<file path="src/rtl/color_filter_pipe.sv">
// color_filter_pipe: two-stage RGB filter (remove / isolate / invert / saturate)
// with a valid/ready handshake. Configuration changes are shadowed and take effect
// only on a start-of-frame pixel, so a frame is never split between two settings.
module color_filter_pipe #(
    parameter int COLOR_WIDTH     = 4,
    parameter int FRAME_CNT_WIDTH = 8
) (
    input  logic                       clk,
    input  logic                       reset,
    input  logic [1:0]                 modeIn,
    input  logic [2:0]                 colorSelect,
    input  logic                       cfgLoad,
    input  logic                       validIn,
    output logic                       readyOut,
    input  logic                       sofIn,
    input  logic [COLOR_WIDTH-1:0]     rIn,
    input  logic [COLOR_WIDTH-1:0]     gIn,
    input  logic [COLOR_WIDTH-1:0]     bIn,
    output logic                       validOut,
    input  logic                       readyIn,
    output logic                       sofOut,
    output logic [COLOR_WIDTH-1:0]     rOut,
    output logic [COLOR_WIDTH-1:0]     gOut,
    output logic [COLOR_WIDTH-1:0]     bOut,
    output logic                       cfgPending,
    output logic [FRAME_CNT_WIDTH-1:0] frameCount
);

    typedef enum logic {WAIT_SOF, IN_STREAM} state_t;

    localparam logic [1:0] MODE_REMOVE  = 2'd0;
    localparam logic [1:0] MODE_ISOLATE = 2'd1;
    localparam logic [1:0] MODE_INVERT  = 2'd2;

    state_t state_q, state_d;

    // Active and shadow configuration; *_apply is what the accepted pixel carries.
    logic [1:0] mode_act_q, mode_act_d, mode_pend_q, mode_pend_d, mode_apply;
    logic [2:0] sel_act_q, sel_act_d, sel_pend_q, sel_pend_d, sel_apply;
    logic       pend_q, pend_d;
    logic [FRAME_CNT_WIDTH-1:0] frame_cnt_q;

    // Pixels are packed with index 2 = R, 1 = G, 0 = B so index gi lines up
    // with colorSelect bit gi.
    logic [2:0][COLOR_WIDTH-1:0] pix_in, pix1_q, pix_filt, pix2_q;
    logic       v1_q, sof1_q, v2_q, sof2_q;
    logic [1:0] mode1_q;
    logic [2:0] sel1_q;

    logic en1, en2, accept;

    // Stage 2 advances when its content leaves or it is empty; stage 1 advances
    // when stage 2 makes room or stage 1 is empty (bubbles collapse).
    assign en2      = readyIn || !v2_q;
    assign en1      = en2 || !v1_q;
    assign readyOut = en1;
    assign accept   = validIn && en1;
    assign pix_in   = {rIn, gIn, bIn};

    // Per-channel operation; invert of c equals MAX - c, i.e. the bitwise complement.
    function automatic logic [COLOR_WIDTH-1:0] filter_chan(
        input logic [COLOR_WIDTH-1:0] c,
        input logic                   s,
        input logic [1:0]             m
    );
        logic [COLOR_WIDTH-1:0] res;
        res = c;
        case (m)
            MODE_REMOVE:  res = s ? '0 : c;
            MODE_ISOLATE: res = s ? c : '0;
            MODE_INVERT:  res = s ? ~c : c;
            default:      res = s ? '1 : c;
        endcase
        return res;
    endfunction

    for (genvar gi = 0; gi < 3; gi++) begin : g_chan
        assign pix_filt[gi] = filter_chan(pix1_q[gi], sel1_q[gi], mode1_q);
    end

    // Next-state, config selection for the accepted pixel, and shadow handling.
    always_comb begin
        state_d     = state_q;
        mode_act_d  = mode_act_q;
        sel_act_d   = sel_act_q;
        mode_pend_d = mode_pend_q;
        sel_pend_d  = sel_pend_q;
        pend_d      = pend_q;
        mode_apply  = mode_act_q;
        sel_apply   = sel_act_q;

        if (accept && sofIn && cfgLoad) begin
            mode_apply = modeIn;
            sel_apply  = colorSelect;
            mode_act_d = modeIn;
            sel_act_d  = colorSelect;
            pend_d     = 1'b0;
        end else if (accept && sofIn && pend_q) begin
            mode_apply = mode_pend_q;
            sel_apply  = sel_pend_q;
            mode_act_d = mode_pend_q;
            sel_act_d  = sel_pend_q;
            pend_d     = 1'b0;
        end else if (cfgLoad) begin
            if (state_q == WAIT_SOF) begin
                mode_act_d = modeIn;
                sel_act_d  = colorSelect;
            end else begin
                mode_pend_d = modeIn;
                sel_pend_d  = colorSelect;
                pend_d      = 1'b1;
            end
        end

        if (accept) begin
            state_d = IN_STREAM;
        end
    end

    // Control state: FSM, active/shadow config and frame counter.
    always_ff @(posedge clk or posedge reset) begin
        if (reset) begin
            state_q     <= WAIT_SOF;
            mode_act_q  <= 2'd0;
            sel_act_q   <= 3'b000;
            mode_pend_q <= 2'd0;
            sel_pend_q  <= 3'b000;
            pend_q      <= 1'b0;
            frame_cnt_q <= '0;
        end else begin
            state_q     <= state_d;
            mode_act_q  <= mode_act_d;
            sel_act_q   <= sel_act_d;
            mode_pend_q <= mode_pend_d;
            sel_pend_q  <= sel_pend_d;
            pend_q      <= pend_d;
            if (accept && sofIn) begin
                frame_cnt_q <= frame_cnt_q + 1'b1;
            end
        end
    end

    // Pipeline: stage 1 holds the raw pixel with its config, stage 2 the result.
    always_ff @(posedge clk or posedge reset) begin
        if (reset) begin
            v1_q    <= 1'b0;
            sof1_q  <= 1'b0;
            pix1_q  <= '0;
            mode1_q <= 2'd0;
            sel1_q  <= 3'b000;
            v2_q    <= 1'b0;
            sof2_q  <= 1'b0;
            pix2_q  <= '0;
        end else begin
            if (en1) begin
                v1_q    <= validIn;
                sof1_q  <= validIn && sofIn;
                pix1_q  <= pix_in;
                mode1_q <= mode_apply;
                sel1_q  <= sel_apply;
            end
            if (en2) begin
                v2_q   <= v1_q;
                sof2_q <= v1_q && sof1_q;
                pix2_q <= pix_filt;
            end
        end
    end

    assign validOut   = v2_q;
    assign sofOut     = sof2_q;
    assign rOut       = pix2_q[2];
    assign gOut       = pix2_q[1];
    assign bOut       = pix2_q[0];
    assign cfgPending = pend_q;
    assign frameCount = frame_cnt_q;

endmodule

</file>
<file path="config.mk">
export PLATFORM = sky130hd
export DESIGN_NAME = color_filter_pipe
export DESIGN_NICKNAME = d
export VERILOG_FILES = /design/src/rtl/color_filter_pipe.sv
export SDC_FILE = /design/constraint.sdc
export NUM_CORES = 1
export LEC_CHECK = 0
export BUFFER_PORTS_ARGS = -buffer_cell sky130_fd_sc_hd__buf_2
export CAP_MARGIN = 10
export CORE_MARGIN = 2
export CORE_UTILIZATION = 45
export DETAILED_ROUTE_END_ITERATION = 6
export PLACE_DENSITY = 0.68
export SLEW_MARGIN = 20
export SYNTH_ARGS = -nofsm -noshare
export SYNTH_HDL_FRONTEND = slang
export SYNTH_SLANG_ARGS = --single-unit
</file>
<file path="constraint.sdc">
create_clock -name clk -period 1.7 [get_ports clk]
set_input_delay 0.34 -clock clk [delete_from_list [all_inputs] [get_ports clk]]
set_output_delay 0.34 -clock clk [all_outputs]
set_load 0.01 [all_outputs]
</file>
==> parameters.txt <==
Parameter                              Value

Global routing
  GRT Resource Usage Total ... 0.169
  Vias in the first global route ... 2120
  Overflow after GRT ... 0
  Number of antenna violations at the first check in global routing ... 0
  Largest net degree at the start of global routing ... 25
  Wire length of the first global-routing pass ... 9.89 mm

Critical path
  Bufs and invs on worst path ... 1
  Worst setup slack for register-to-register paths ... 0.04 ns
  Crit path kind ... flop to flop
  Largest stage delay on the critical path ... 0.39 ns
  Largest delay contributor family on the critical path ... multiplexers
  Largest driver fanout on the critical path ... 5
  Critical Path Source Type ... flop
  Arrival time of data at the critical path endpoint ... 1.86 ns
  Number of cell instances on the worst register-to-register path ... 5
  Endpoint required time on the critical path ... 1.90 ns
  Crit path capture type ... flop
  CP max-delay cell ... sky130_fd_sc_hd__dfrtp_1
  Source of the worst register-to-register timing path ... v1_q
  Cell seen most often among critical-path stages ... sky130_fd_sc_hd__mux2_4
  Worst reg2reg path endpoint ... sel_act_q[2]
  Cell chain of the critical path ... and3b_2, inv_6, and4_4, mux2_4, mux2_4

Power and ir drop
  Switching power ... 1.33 mW
  Logic pwr share ... 0.375
  P per Cell Area ... 1110 nW/um^2
  Max VDD drop ... 0.737 mV
  Power after layout ... 4.01 mW
  Sw Ratio ... 0.330
  Clock group share of total power ... 0.176
  Seq pwr share ... 0.449
  Internal cell power ... 2.69 mW
  Leak pwr ... 1.82 nW

Clock network
  TritonCTS Buffers ... 5
  Clock Tree Buf Depth ... 2
  CTS root buf ... sky130_fd_sc_hd__clkbuf_8
  Clock transition at the registers of the reported paths ... 0.10 ns
  TritonCTS clock tree ... yes
  Clock Latency Late Sink ... 0.31 ns
  # H-tree levels ... 2
  Clk sinks ... 53

Synthesis
  Synthesized cell area ... 3030 sq um
  #FFs+latches synth ... 53
  Synthesized netlist cell count ... 254
  Synthesized area per cell ... 11.9 sq um
  Number of nets in the synthesized netlist ... 314
  Share of Yosys cell area claimed by the top area cell type ... 0.437
  Share of flip-flops with an asynchronous set or reset ... 1.00
  Share of synthesized area occupied by flip-flops and latches ... 0.437
  Prevailing post-synth register cell ... sky130_fd_sc_hd__dfrtp_1
  Count of unique library cells instantiated by Yosys ... 29
  Number of synthesis warnings ... 0
  Synth area leaders ... sky130_fd_sc_hd__dfrtp_1 44%, sky130_fd_sc_hd__ha_1 15%, sky130_fd_sc_hd__mux4_2 8.9%
  Library cell with the largest summed area after synthesis ... sky130_fd_sc_hd__dfrtp_1
  Number of enable-type register cells in the synthesized netlist ... 0

Timing
  Transition at the pin with the smallest max-transition slack ... 0.340 ns
  Worst-case clock skew ... 0.0106 ns
  Final hold slack ... 0.233 ns
  Worst relative slew slack ... 0.773
  Setup tns final ... 0 ns
  Pins over their slew limit ... 0
  Post-route minimum period ... 1.66 ns
  Final-report setup violation count ... 0
  Max frequency ... 603 MHz
  Share of the clock period used by the worst path after layout ... 0.975
  Final hold vios ... 0

Floorplanning
  Die footprint ... 7410 sq um
  Die height ... 86.1 microns
  Starting density of the core ... 0.472
  Die width ... 86.1 microns
  Core Region ... 6420 sq um
  IO Pins ... 47
  Number of rows in the core area ... 29

Detailed routing
  Post-detailed-route via-to-cell ratio ... 5.12
  Number of design-rule violations left by the first detailed-router iteration ... 40
  Routed wire length ... 5.68 mm
  Number of DRC violations after detailed routing ... 0
  Vias post-DR ... 2033
  Post-detailed-route wirelength per cell ... 14.3 microns
  Number of optimization iterations in the first detailed-route pass ... 5
  Routed Antenna Nets ... 0

Placed design
  Detailed placer's ending HPWL ... 4.38 mm
  Post-placement cell area ... 3520 sq um
  Port bufs ... 46
  Final weighted congestion of routability-driven global placement ... 0.775

Job
  Max Cap Viol ... 0

Final layout
  Number of antenna diodes ... 0
  Area overhead of the layout relative to synthesis ... 19.7%
  NumNets Final ... 380
  Final-layout fill cell count ... 550
  Post-layout utilization of the core ... 0.565
  Final standard cell area without fillers ... 3630 sq um
  Share of post-route cells with drive strength above 1 ... 0.391

Worst hold path
  Number of cells on the worst hold path ... 3
  Path category of the worst min-delay check ... input port to flop
  Worst Hold Path EP ... pix1_q[9]
  Worst hold start ... rIn[1]

Outcome
  Status ... complete, no violations
-- cells in the final DEF, fill, tap and decap left out, types with 2 or more instances in the layout --
master and instances:
sky130_fd_sc_hd__a21o_1 2, sky130_fd_sc_hd__a21oi_1 2, sky130_fd_sc_hd__a22oi_1 7, sky130_fd_sc_hd__and3_1 3, sky130_fd_sc_hd__buf_12 3, sky130_fd_sc_hd__buf_2 46, sky130_fd_sc_hd__buf_4 21, sky130_fd_sc_hd__clkbuf_8 5
sky130_fd_sc_hd__dfrtp_1 53, sky130_fd_sc_hd__ha_1 37, sky130_fd_sc_hd__inv_1 25, sky130_fd_sc_hd__inv_2 4, sky130_fd_sc_hd__mux2_2 18, sky130_fd_sc_hd__mux2_4 8, sky130_fd_sc_hd__mux4_2 12, sky130_fd_sc_hd__nand2_1 23
sky130_fd_sc_hd__nand2b_1 3, sky130_fd_sc_hd__nand4_1 5, sky130_fd_sc_hd__nor2_1 3, sky130_fd_sc_hd__o21ai_0 19, sky130_fd_sc_hd__xnor2_1 7
-- worst max path at each step --
stage	from	endpoint	slack, ns	depth (start not counted)
after CTS	v1_q	sel_act_q[1]	0.03	5
after global placement	readyIn	sel_act_q[1]	0.0004	6
after global routing	validOut	readyOut	-0.002	4
final	v1_q	sel_act_q[2]	0.04	5
after floorplan	validOut	mode_act_q[0]	-0.04	7
after detailed placement	readyIn	sel_pend_q[0]	-0.03	6
-- cell type report --
cell class | instances | area (sq um) | area share
multi-input combinational | 159 | 1550 | 0.426
sequential | 53 | 1330 | 0.366
timing repair buffer | 71 | 458 | 0.126
inverter | 30 | 118 | 0.0324
tap | 77 | 96.3 | 0.0266
clock buffer | 5 | 68.8 | 0.0190
clock inverter | 2 | 16.3 | 0.00448
-- kinds of logic (layout without fill, tap and decap cells) --
| group | after synthesis | count (layout) | synth area share |
|---|---|---|---|
| muxes | 38 | 38 | 0.191 |
| buffers and inverters | 42 | 108 | 0.0594 |
| xor gates and xnor gates | 7 | 7 | 0.0202 |
| DFF | 53 | 53 | 0.437 |
| and+or+nand+nor | 43 | 43 | 0.0731 |
| AOI/OAI and AO/OA | 34 | 34 | 0.0664 |
| adders and majority gates | 37 | 37 | 0.153 |
-- repair_timing --
item                                   CTS  global route
resized for setup                        3             1
hold buffers                             1             0
setup endpoints to repair                9             6
endpoints found under the hold margin   12             0
pin swaps                                0             0
buffers inserted                         0             2
-- metal layers --
metal,vias up,global-route usage,share of wire
li1,999,-,-
met1,985,0.218,0.47
met2,41,0.287,0.48
met3,8,0.0327,0.040
met4,0,0.0534,0.015
met5,-,0,0
-- state kept, by name, summed over array words and instances, names as in the netlist, 2 cells and up --
name         cells
frameCount       8
pix1_q          12
sel_act_q        3
rOut             4
sel_pend_q       3
gOut             4
sel1_q           3
bOut             4
mode_act_q       2
mode1_q          2
mode_pend_q      2
-- cells in the mapped netlist, drive strengths merged, types with 2 or more instances --
cell type  instances
dfrtp             53
ha                37
inv               30
mux2              26
nand2             23
o21ai             19
mux4              12
clkbuf             8
a22oi              7
xnor2              7
nand4              5
buf                4
a21oi              3
and3               3
nand2b             3
nor2               3
a21o               2
nand3              2
-- power groups by stage --
| stage | logic [mW] | clock network [mW] | registers (mW) |
|---|---|---|---|
| floorplan | 0.845 | 0 | 1.91 |
| global placement | 1.46 | 0 | 1.82 |
| detailed placement | 1.52 | 0 | 1.83 |
| CTS | 1.53 | 0.735 | 1.81 |
| global route | 1.69 | 0.780 | 1.85 |
| finish | 1.51 | 0.708 | 1.80 |
-- tightest hold or removal path: stages --
cell	delay, ns
sky130_fd_sc_hd__buf_2	0.08
sky130_fd_sc_hd__nand2_1	0.03
sky130_fd_sc_hd__o21ai_0	0.05
-- through the flow --
stage,cells,worst slack [ns]
after floorplan,254,-0.0442
after CTS,395,0.0272
after global routing,397,-0.00205
after global placement,387,0.000377
final,397,0.0423
after detailed placement,387,-0.0348
Power figures use the tool's default switching activity.
